==> src/rtl/branch_predictor_pkg.sv <==
// Shared types and defaults for the ID-stage branch predictor: counter encodings,
// default table geometry and small helpers on the 2-bit counter state.
package branch_predictor_pkg;

  localparam int PC_W = 32;
  localparam int BP_IDX_BITS = 4;
  localparam logic [1:0] BP_CNT_INIT = 2'b01;

  typedef enum logic [1:0] {
    CNT_SNT = 2'b00,
    CNT_WNT = 2'b01,
    CNT_WT  = 2'b10,
    CNT_ST  = 2'b11
  } cnt_t;

  // The counter MSB is the taken/not-taken vote.
  function automatic logic cnt_taken(input cnt_t c);
    logic [1:0] raw;
    raw = c;
    return raw[1];
  endfunction

endpackage

==> src/rtl/branch_predictor_if.sv <==
// Pipeline-facing bundle of the branch predictor: ID lookup, EX training and statistics.
interface branch_predictor_if;
  import branch_predictor_pkg::*;

  logic            i_id_pc_valid_unused_guard;
  logic [PC_W-1:0] i_id_pc;
  logic            i_id_is_branch;
  logic [PC_W-1:0] i_id_target;
  logic            i_stall;
  logic            i_halt;
  logic            i_upd_valid;
  logic [PC_W-1:0] i_upd_pc;
  logic            i_upd_taken;
  logic            i_mispredicted;
  logic            o_branch_prediction;
  logic [PC_W-1:0] o_branch_target;
  logic [31:0]     o_predict_count;
  logic [31:0]     o_mispredict_count;

  modport master (
    output i_id_pc, i_id_is_branch, i_id_target, i_stall, i_halt,
           i_upd_valid, i_upd_pc, i_upd_taken, i_mispredicted,
    input  o_branch_prediction, o_branch_target, o_predict_count, o_mispredict_count
  );

  modport slave (
    input  i_id_pc, i_id_is_branch, i_id_target, i_stall, i_halt,
           i_upd_valid, i_upd_pc, i_upd_taken, i_mispredicted,
    output o_branch_prediction, o_branch_target, o_predict_count, o_mispredict_count
  );

endinterface

==> src/rtl/branch_predictor_sat_counter2.sv <==
// Pure 2-bit saturating counter next-state: moves toward strongly-taken or
// strongly-not-taken and holds at either end instead of wrapping.
module sat_counter2
  import branch_predictor_pkg::*;
(
  input  cnt_t cnt,
  input  logic taken,
  output cnt_t cnt_next
);

  // Next counter state for the resolved outcome
  always_comb begin
    cnt_next = cnt;
    case (cnt)
      CNT_SNT: cnt_next = taken ? CNT_WNT : CNT_SNT;
      CNT_WNT: cnt_next = taken ? CNT_WT  : CNT_SNT;
      CNT_WT:  cnt_next = taken ? CNT_ST  : CNT_WNT;
      CNT_ST:  cnt_next = taken ? CNT_ST  : CNT_WT;
      default: cnt_next = cnt_t'(BP_CNT_INIT);
    endcase
  end

endmodule

==> src/rtl/branch_predictor.sv <==
// Direct-mapped, tagged table of 2-bit counters predicting ID-stage conditional branches,
// trained by EX resolutions, with lookup/misprediction statistics for debug.
module branch_predictor
  import branch_predictor_pkg::*;
#(
  parameter int         IDX_BITS = BP_IDX_BITS,
  parameter logic [1:0] CNT_INIT = BP_CNT_INIT
) (
  input logic               clk,
  input logic               reset,
  branch_predictor_if.slave bp
);

  localparam int ENTRIES  = int'(32'd1) << IDX_BITS;
  localparam int TAG_BITS = PC_W - IDX_BITS - 2;

  logic [ENTRIES-1:0]  valid_r;
  logic [TAG_BITS-1:0] tag_r [ENTRIES];
  cnt_t                cnt_r [ENTRIES];
  logic [31:0]         predict_count_r;
  logic [31:0]         mispredict_count_r;

  logic [IDX_BITS-1:0] id_idx_s;
  logic [TAG_BITS-1:0] id_tag_s;
  logic                id_hit_s;
  logic                lookup_ok_s;
  logic [IDX_BITS-1:0] upd_idx_s;
  logic [TAG_BITS-1:0] upd_tag_s;
  logic                upd_hit_s;
  cnt_t                upd_cnt_s;
  cnt_t                upd_cnt_next_s;
  logic                unused_pc_bits_s;

  assign id_idx_s  = bp.i_id_pc[IDX_BITS+1:2];
  assign id_tag_s  = bp.i_id_pc[PC_W-1:IDX_BITS+2];
  assign upd_idx_s = bp.i_upd_pc[IDX_BITS+1:2];
  assign upd_tag_s = bp.i_upd_pc[PC_W-1:IDX_BITS+2];
  assign unused_pc_bits_s = ^{bp.i_id_pc[1:0], bp.i_upd_pc[1:0]};

  // A branch only "counts" when it actually leaves ID this cycle
  always_comb begin
    lookup_ok_s = bp.i_id_is_branch && !bp.i_stall && !bp.i_halt && !bp.i_mispredicted;
    id_hit_s    = valid_r[id_idx_s] && (tag_r[id_idx_s] == id_tag_s);
  end

  // Same-cycle lookup against the table contents from before this edge
  always_comb begin
    bp.o_branch_prediction = lookup_ok_s && id_hit_s && cnt_taken(cnt_r[id_idx_s]) && !reset;
    bp.o_branch_target     = bp.i_id_target;
  end

  // Training side: hit check and counter read for the resolved branch
  always_comb begin
    upd_hit_s = valid_r[upd_idx_s] && (tag_r[upd_idx_s] == upd_tag_s);
    upd_cnt_s = cnt_r[upd_idx_s];
  end

  sat_counter2 u_sat_counter2 (
    .cnt      (upd_cnt_s),
    .taken    (bp.i_upd_taken),
    .cnt_next (upd_cnt_next_s)
  );

  // Table state; a taken miss evicts whatever occupies the slot
  always_ff @(posedge clk) begin
    if (reset) begin
      valid_r <= {ENTRIES{1'b0}};
      for (int i = 0; i < ENTRIES; i++) begin
        tag_r[i] <= {TAG_BITS{1'b0}};
        cnt_r[i] <= cnt_t'(CNT_INIT);
      end
    end else if (bp.i_upd_valid) begin
      if (upd_hit_s) begin
        cnt_r[upd_idx_s] <= upd_cnt_next_s;
      end else if (bp.i_upd_taken) begin
        valid_r[upd_idx_s] <= 1'b1;
        tag_r[upd_idx_s]   <= upd_tag_s;
        cnt_r[upd_idx_s]   <= CNT_WT;
      end else begin
        valid_r[upd_idx_s] <= valid_r[upd_idx_s];
      end
    end else begin
      valid_r <= valid_r;
    end
  end

  // Debug statistics, free-running modulo 2**32
  always_ff @(posedge clk) begin
    if (reset) begin
      predict_count_r    <= 32'd0;
      mispredict_count_r <= 32'd0;
    end else begin
      if (lookup_ok_s) begin
        predict_count_r <= predict_count_r + 32'd1;
      end else begin
        predict_count_r <= predict_count_r;
      end
      if (bp.i_mispredicted && bp.i_upd_valid) begin
        mispredict_count_r <= mispredict_count_r + 32'd1;
      end else begin
        mispredict_count_r <= mispredict_count_r;
      end
    end
  end

  assign bp.o_predict_count    = predict_count_r;
  assign bp.o_mispredict_count = mispredict_count_r;

endmodule
==> src/flat_wrapper.sv <==
// flat-port wrapper written by rule: the top's interface ports become plain ports
module branch_predictor_flat import branch_predictor_pkg::*;
#(
  parameter int         IDX_BITS = BP_IDX_BITS,
  parameter logic [1:0] CNT_INIT = BP_CNT_INIT
)
  (clk, reset, bp_i_id_pc, bp_i_id_is_branch, bp_i_id_target, bp_i_stall, bp_i_halt, bp_i_upd_valid, bp_i_upd_pc, bp_i_upd_taken, bp_i_mispredicted, bp_o_branch_prediction, bp_o_branch_target, bp_o_predict_count, bp_o_mispredict_count);
  branch_predictor_if bp_i ();
  input logic clk;
  input logic reset;
  input wire logic [$bits(bp_i.i_id_pc)-1:0] bp_i_id_pc;
  input wire logic [$bits(bp_i.i_id_is_branch)-1:0] bp_i_id_is_branch;
  input wire logic [$bits(bp_i.i_id_target)-1:0] bp_i_id_target;
  input wire logic [$bits(bp_i.i_stall)-1:0] bp_i_stall;
  input wire logic [$bits(bp_i.i_halt)-1:0] bp_i_halt;
  input wire logic [$bits(bp_i.i_upd_valid)-1:0] bp_i_upd_valid;
  input wire logic [$bits(bp_i.i_upd_pc)-1:0] bp_i_upd_pc;
  input wire logic [$bits(bp_i.i_upd_taken)-1:0] bp_i_upd_taken;
  input wire logic [$bits(bp_i.i_mispredicted)-1:0] bp_i_mispredicted;
  output wire logic [$bits(bp_i.o_branch_prediction)-1:0] bp_o_branch_prediction;
  output wire logic [$bits(bp_i.o_branch_target)-1:0] bp_o_branch_target;
  output wire logic [$bits(bp_i.o_predict_count)-1:0] bp_o_predict_count;
  output wire logic [$bits(bp_i.o_mispredict_count)-1:0] bp_o_mispredict_count;
  assign bp_i.i_id_pc = bp_i_id_pc;
  assign bp_i.i_id_is_branch = bp_i_id_is_branch;
  assign bp_i.i_id_target = bp_i_id_target;
  assign bp_i.i_stall = bp_i_stall;
  assign bp_i.i_halt = bp_i_halt;
  assign bp_i.i_upd_valid = bp_i_upd_valid;
  assign bp_i.i_upd_pc = bp_i_upd_pc;
  assign bp_i.i_upd_taken = bp_i_upd_taken;
  assign bp_i.i_mispredicted = bp_i_mispredicted;
  assign bp_o_branch_prediction = bp_i.o_branch_prediction;
  assign bp_o_branch_target = bp_i.o_branch_target;
  assign bp_o_predict_count = bp_i.o_predict_count;
  assign bp_o_mispredict_count = bp_i.o_mispredict_count;
  branch_predictor #(.IDX_BITS(IDX_BITS), .CNT_INIT(CNT_INIT)) u_core (.clk(clk), .reset(reset), .bp(bp_i));
endmodule
==> config.mk <==
export PLATFORM = sky130hd
export DESIGN_NAME = branch_predictor_flat
export DESIGN_NICKNAME = d
export VERILOG_FILES = /design/src/rtl/branch_predictor_pkg.sv /design/src/rtl/branch_predictor_if.sv /design/src/rtl/branch_predictor_sat_counter2.sv /design/src/rtl/branch_predictor.sv /design/src/flat_wrapper.sv
export SDC_FILE = /design/constraint.sdc
export NUM_CORES = 1
export LEC_CHECK = 0
export BUFFER_PORTS_ARGS = -buffer_cell sky130_fd_sc_hd__buf_2
export CAP_MARGIN = 10
export CORE_ASPECT_RATIO = 2
export CORE_MARGIN = 1.5
export CORE_UTILIZATION = 66
export DETAILED_ROUTE_END_ITERATION = 8
export PLACE_DENSITY = 0.85
export SETUP_SLACK_MARGIN = 0.02
export SKIP_CTS_REPAIR_TIMING = 1
export SLEW_MARGIN = 20
export SYNTH_ARGS = -nofsm -noshare
export SYNTH_HDL_FRONTEND = slang
export SYNTH_SLANG_ARGS = --single-unit
==> constraint.sdc <==
create_clock -name clk -period 5.75 [get_ports clk]
set_input_delay 0 -clock clk [delete_from_list [all_inputs] [get_ports clk]]
set_output_delay 0 -clock clk [all_outputs]
set_load 0.02 [all_outputs]
==> out/results.ini <==
[outcome]
status=finished, final reports clean

[logic_synthesis]
synth.distinct_cells=62
yosysMostFrequentCell=edfxtp_1
yosysSeqAreaShare_pct=52.7
synth_top_area_cell=edfxtp_1
synthTopCellsByArea=edfxtp_1 (47%), mux4_2 (16%), and2_1 (6.4%)
netlist_instances=2173
syn_area_per_cell_um2=13.1
synth_edf_count=448
synth-seq-cells=528
synth_nets=2279
synth_common_cells=edfxtp_1 (448), and2_1 (291), mux4_2 (202)
yosys.area.top_type_share_pct=47.1
ys.flop_type=edfxtp_1
synth_area_mm2=0.0285
yosys_warnings=0
synthArstFlopShare_pct=0

[finish]
seqCellArea_mm2=0.0151
multi_input_area_mm2=0.0125
drive_above_1_share_pct=24.3
syn_to_final_growth_pct=11.4
final_util_pct=74.7
nets=2349
fillers=2603

[detailed_routing]
drc=0
via_per_inst=7.62
post_drt_wl_per_cell_um=33.4
first_pass_iters=6
vias=21600
ant_nets=0
drt_iter0_markers=3413
drt-total-wl_um=94300

[timing]
finalHoldViolCount=0
worst_pin_slew_ps=1200
finalCritPeriodShare_pct=86.1
drv_slew=0
skew_ps=25.4
tns_ps=0
max_freq_mhz=202
worst_slack_ps=797
rsz0062_at_grt=no
slew_headroom_pct=20.2
setup_violations=0
min_period_ps=4950

[cts]
h-tree-depth=2
cts_tree=yes
cts_buffer_depth=3
clockRootBuffer=clkbuf_16
clkLatencyLatePin_ps=610
cts_made_buffers=45
path_clk_slew_ps=60
cts.sinks=528

[floorplanning]
die_h_um=297
io_pins=201
coreArea_mm2=0.0426
die_area_mm2=0.0446
rows=107
initial_utilization_pct=67.0
die_w_um=150

[placed_design]
port_buffers=132
gp_congestion=0.956
hpwl_um=60300
dp_slack_ps=941

[setup_path]
worstPathArrival_ps=5120
start_kind=register
cp_max_fo=26
worstSetupPathType=reg -> reg
critPathCaptureType=register
required_ps=5920

[pwr]
peakVddDrop_v=0.000298
powerDensity_mw_per_mm2=282
leakagePower_nw=11.2

[global_route]
gr-usage-all-layers_pct=43.1
grt_pass1_wl_um=137000
antenna_found_initial=4
grt_pass1_vias=22000
overflow=0
grt_max_degree=121

[flow_run]
max_cap_violations=0

[hold_path]
hold_path_class=in -> out

## registers in the layout, indices dropped and copies added (netlist names)
signal	cells
u_core.tag_r	416
u_core.bp.o_mispredict_count	32
u_core.bp.o_predict_count	32
u_core.cnt_r	32
u_core.valid_r	16
## metal layers
| layer | routed length, µm | part of all wire [%] | vias to the layer above | track usage [%] |
|---|---|---|---|---|
| li1 | - | - | 8420 | - |
| met1 | 26900 | 28 | 10300 | 46.6 |
| met2 | 45200 | 48 | 2109 | 68.4 |
| met3 | 11600 | 12 | 706 | 12.1 |
| met4 | 10500 | 11 | 6 | 37.9 |
| met5 | 46 | 0.049 | - | 0 |
## where the power goes
| part | switching (mW) | internal [mW] | leakage (nW) |
|---|---|---|---|
| combinational | 0.704 | 0.477 | 5.51 |
| sequential | 0.113 | 4.32 | 4.93 |
| clock | 1.45 | 1.89 | 0.779 |
| total | 2.27 | 6.69 | 11.2 |
## cell families after synthesis
| family | count (synthesis) | share of synthesized area, % |
|---|---|---|
| AOI/OAI and AO/OA | 177 | 4.31 |
| xor gates and xnor gates | 102 | 3.13 |
| adders and majority gates | 2 | 0.0877 |
| buffers and inverters | 258 | 4.12 |
| DFF | 528 | 52.7 |
| muxes | 327 | 20.4 |
| and+or+nand+nor | 779 | 15.2 |
## cells in the final DEF (no fill, tap or decap), types with 5 or more instances in the layout
cell / synthesis / routed
and3_1: 18 / 18
mux2i_1: 105 / 105
nor4_1: 119 / 119
nor2b_1: 14 / 12
edfxtp_1: 448 / 448
buf_2: 34 / 125
mux4_2: 202 / 202
mux2_2: 20 / 20
xnor2_1: 61 / 61
clkbuf_16: 0 / 51
a221oi_1: 10 / 10
nand2_1: 74 / 73
inv_1: 16 / 16
o211ai_1: 7 / 7
and4_1: 7 / 7
a21o_1: 19 / 19
a22oi_1: 29 / 29
o22ai_1: 11 / 11
bufinv_16: 0 / 6
buf_4: 40 / 88
clkinv_1: 6 / 14
and2_1: 291 / 291
clkinv_2: 0 / 6
dlygate4sd3_1: 0 / 29
nand4_1: 22 / 22
xor2_1: 41 / 41
o21ai_0: 22 / 22
dfxtp_1: 80 / 80
buf_12: 0 / 14
nor2_1: 106 / 104
nand3_1: 34 / 34
nor3_4: 0 / 9
a22o_1: 5 / 5
or3_1: 14 / 14
a21oi_1: 40 / 40
nor3_1: 56 / 46
or2_1: 11 / 10
## final cells by class
cell class,instances,share of cell area [%]
flip-flops and latches,528,47.3
repair buffers,258,5.91
inverters,23,0.271
clock inverters,27,0.929
well taps,545,2.14
multi-input cells,1387,39.3
clock buffers,56,4.10
diodes,3,0.0236
## critical path, cell delays in order, from the launching register on
cell	delay (ps)
edfxtp_1	420
mux4_2	500
mux4_2	500
xnor2_1	160
buf_4	190
nand4_1	100
nor4_1	520
nand4_1	590
or3_4	580
and3_1	220
or2_2	720
## per-stage QoR
stage	hold WS, ps	cell area [µm²]	cells	power, mW
2_1_floorplan	113	28500	2173	5.21
3_3_place_gp	0.137	29900	2712	5.56
3_5_place_dp	0.137	29900	2712	5.61
4_1_cts	-253	31500	2795	8.86
5_1_grt	0.0503	31800	2825	9.11
6_report	0.00776	31800	2827	8.95
## path summary, 6_finish.rpt
check        cells past startpoint  slack, ps                                  startpoint                                    endpoint
max                             10        800           u_core.tag_r[10][4]$_SDFFCE_PN0P_           u_core.tag_r[1][22]$_SDFFCE_PN0P_
min                              0      0.008                          bp_i_id_target[11]                      bp_o_branch_target[11]
max reg2reg                     10        800           u_core.tag_r[10][4]$_SDFFCE_PN0P_           u_core.tag_r[1][22]$_SDFFCE_PN0P_
min reg2reg                      2        510  u_core.bp.o_predict_count[30]$_SDFFE_PP0P_  u_core.bp.o_predict_count[30]$_SDFFE_PP0P_
Power figures use the tool's default switching activity.
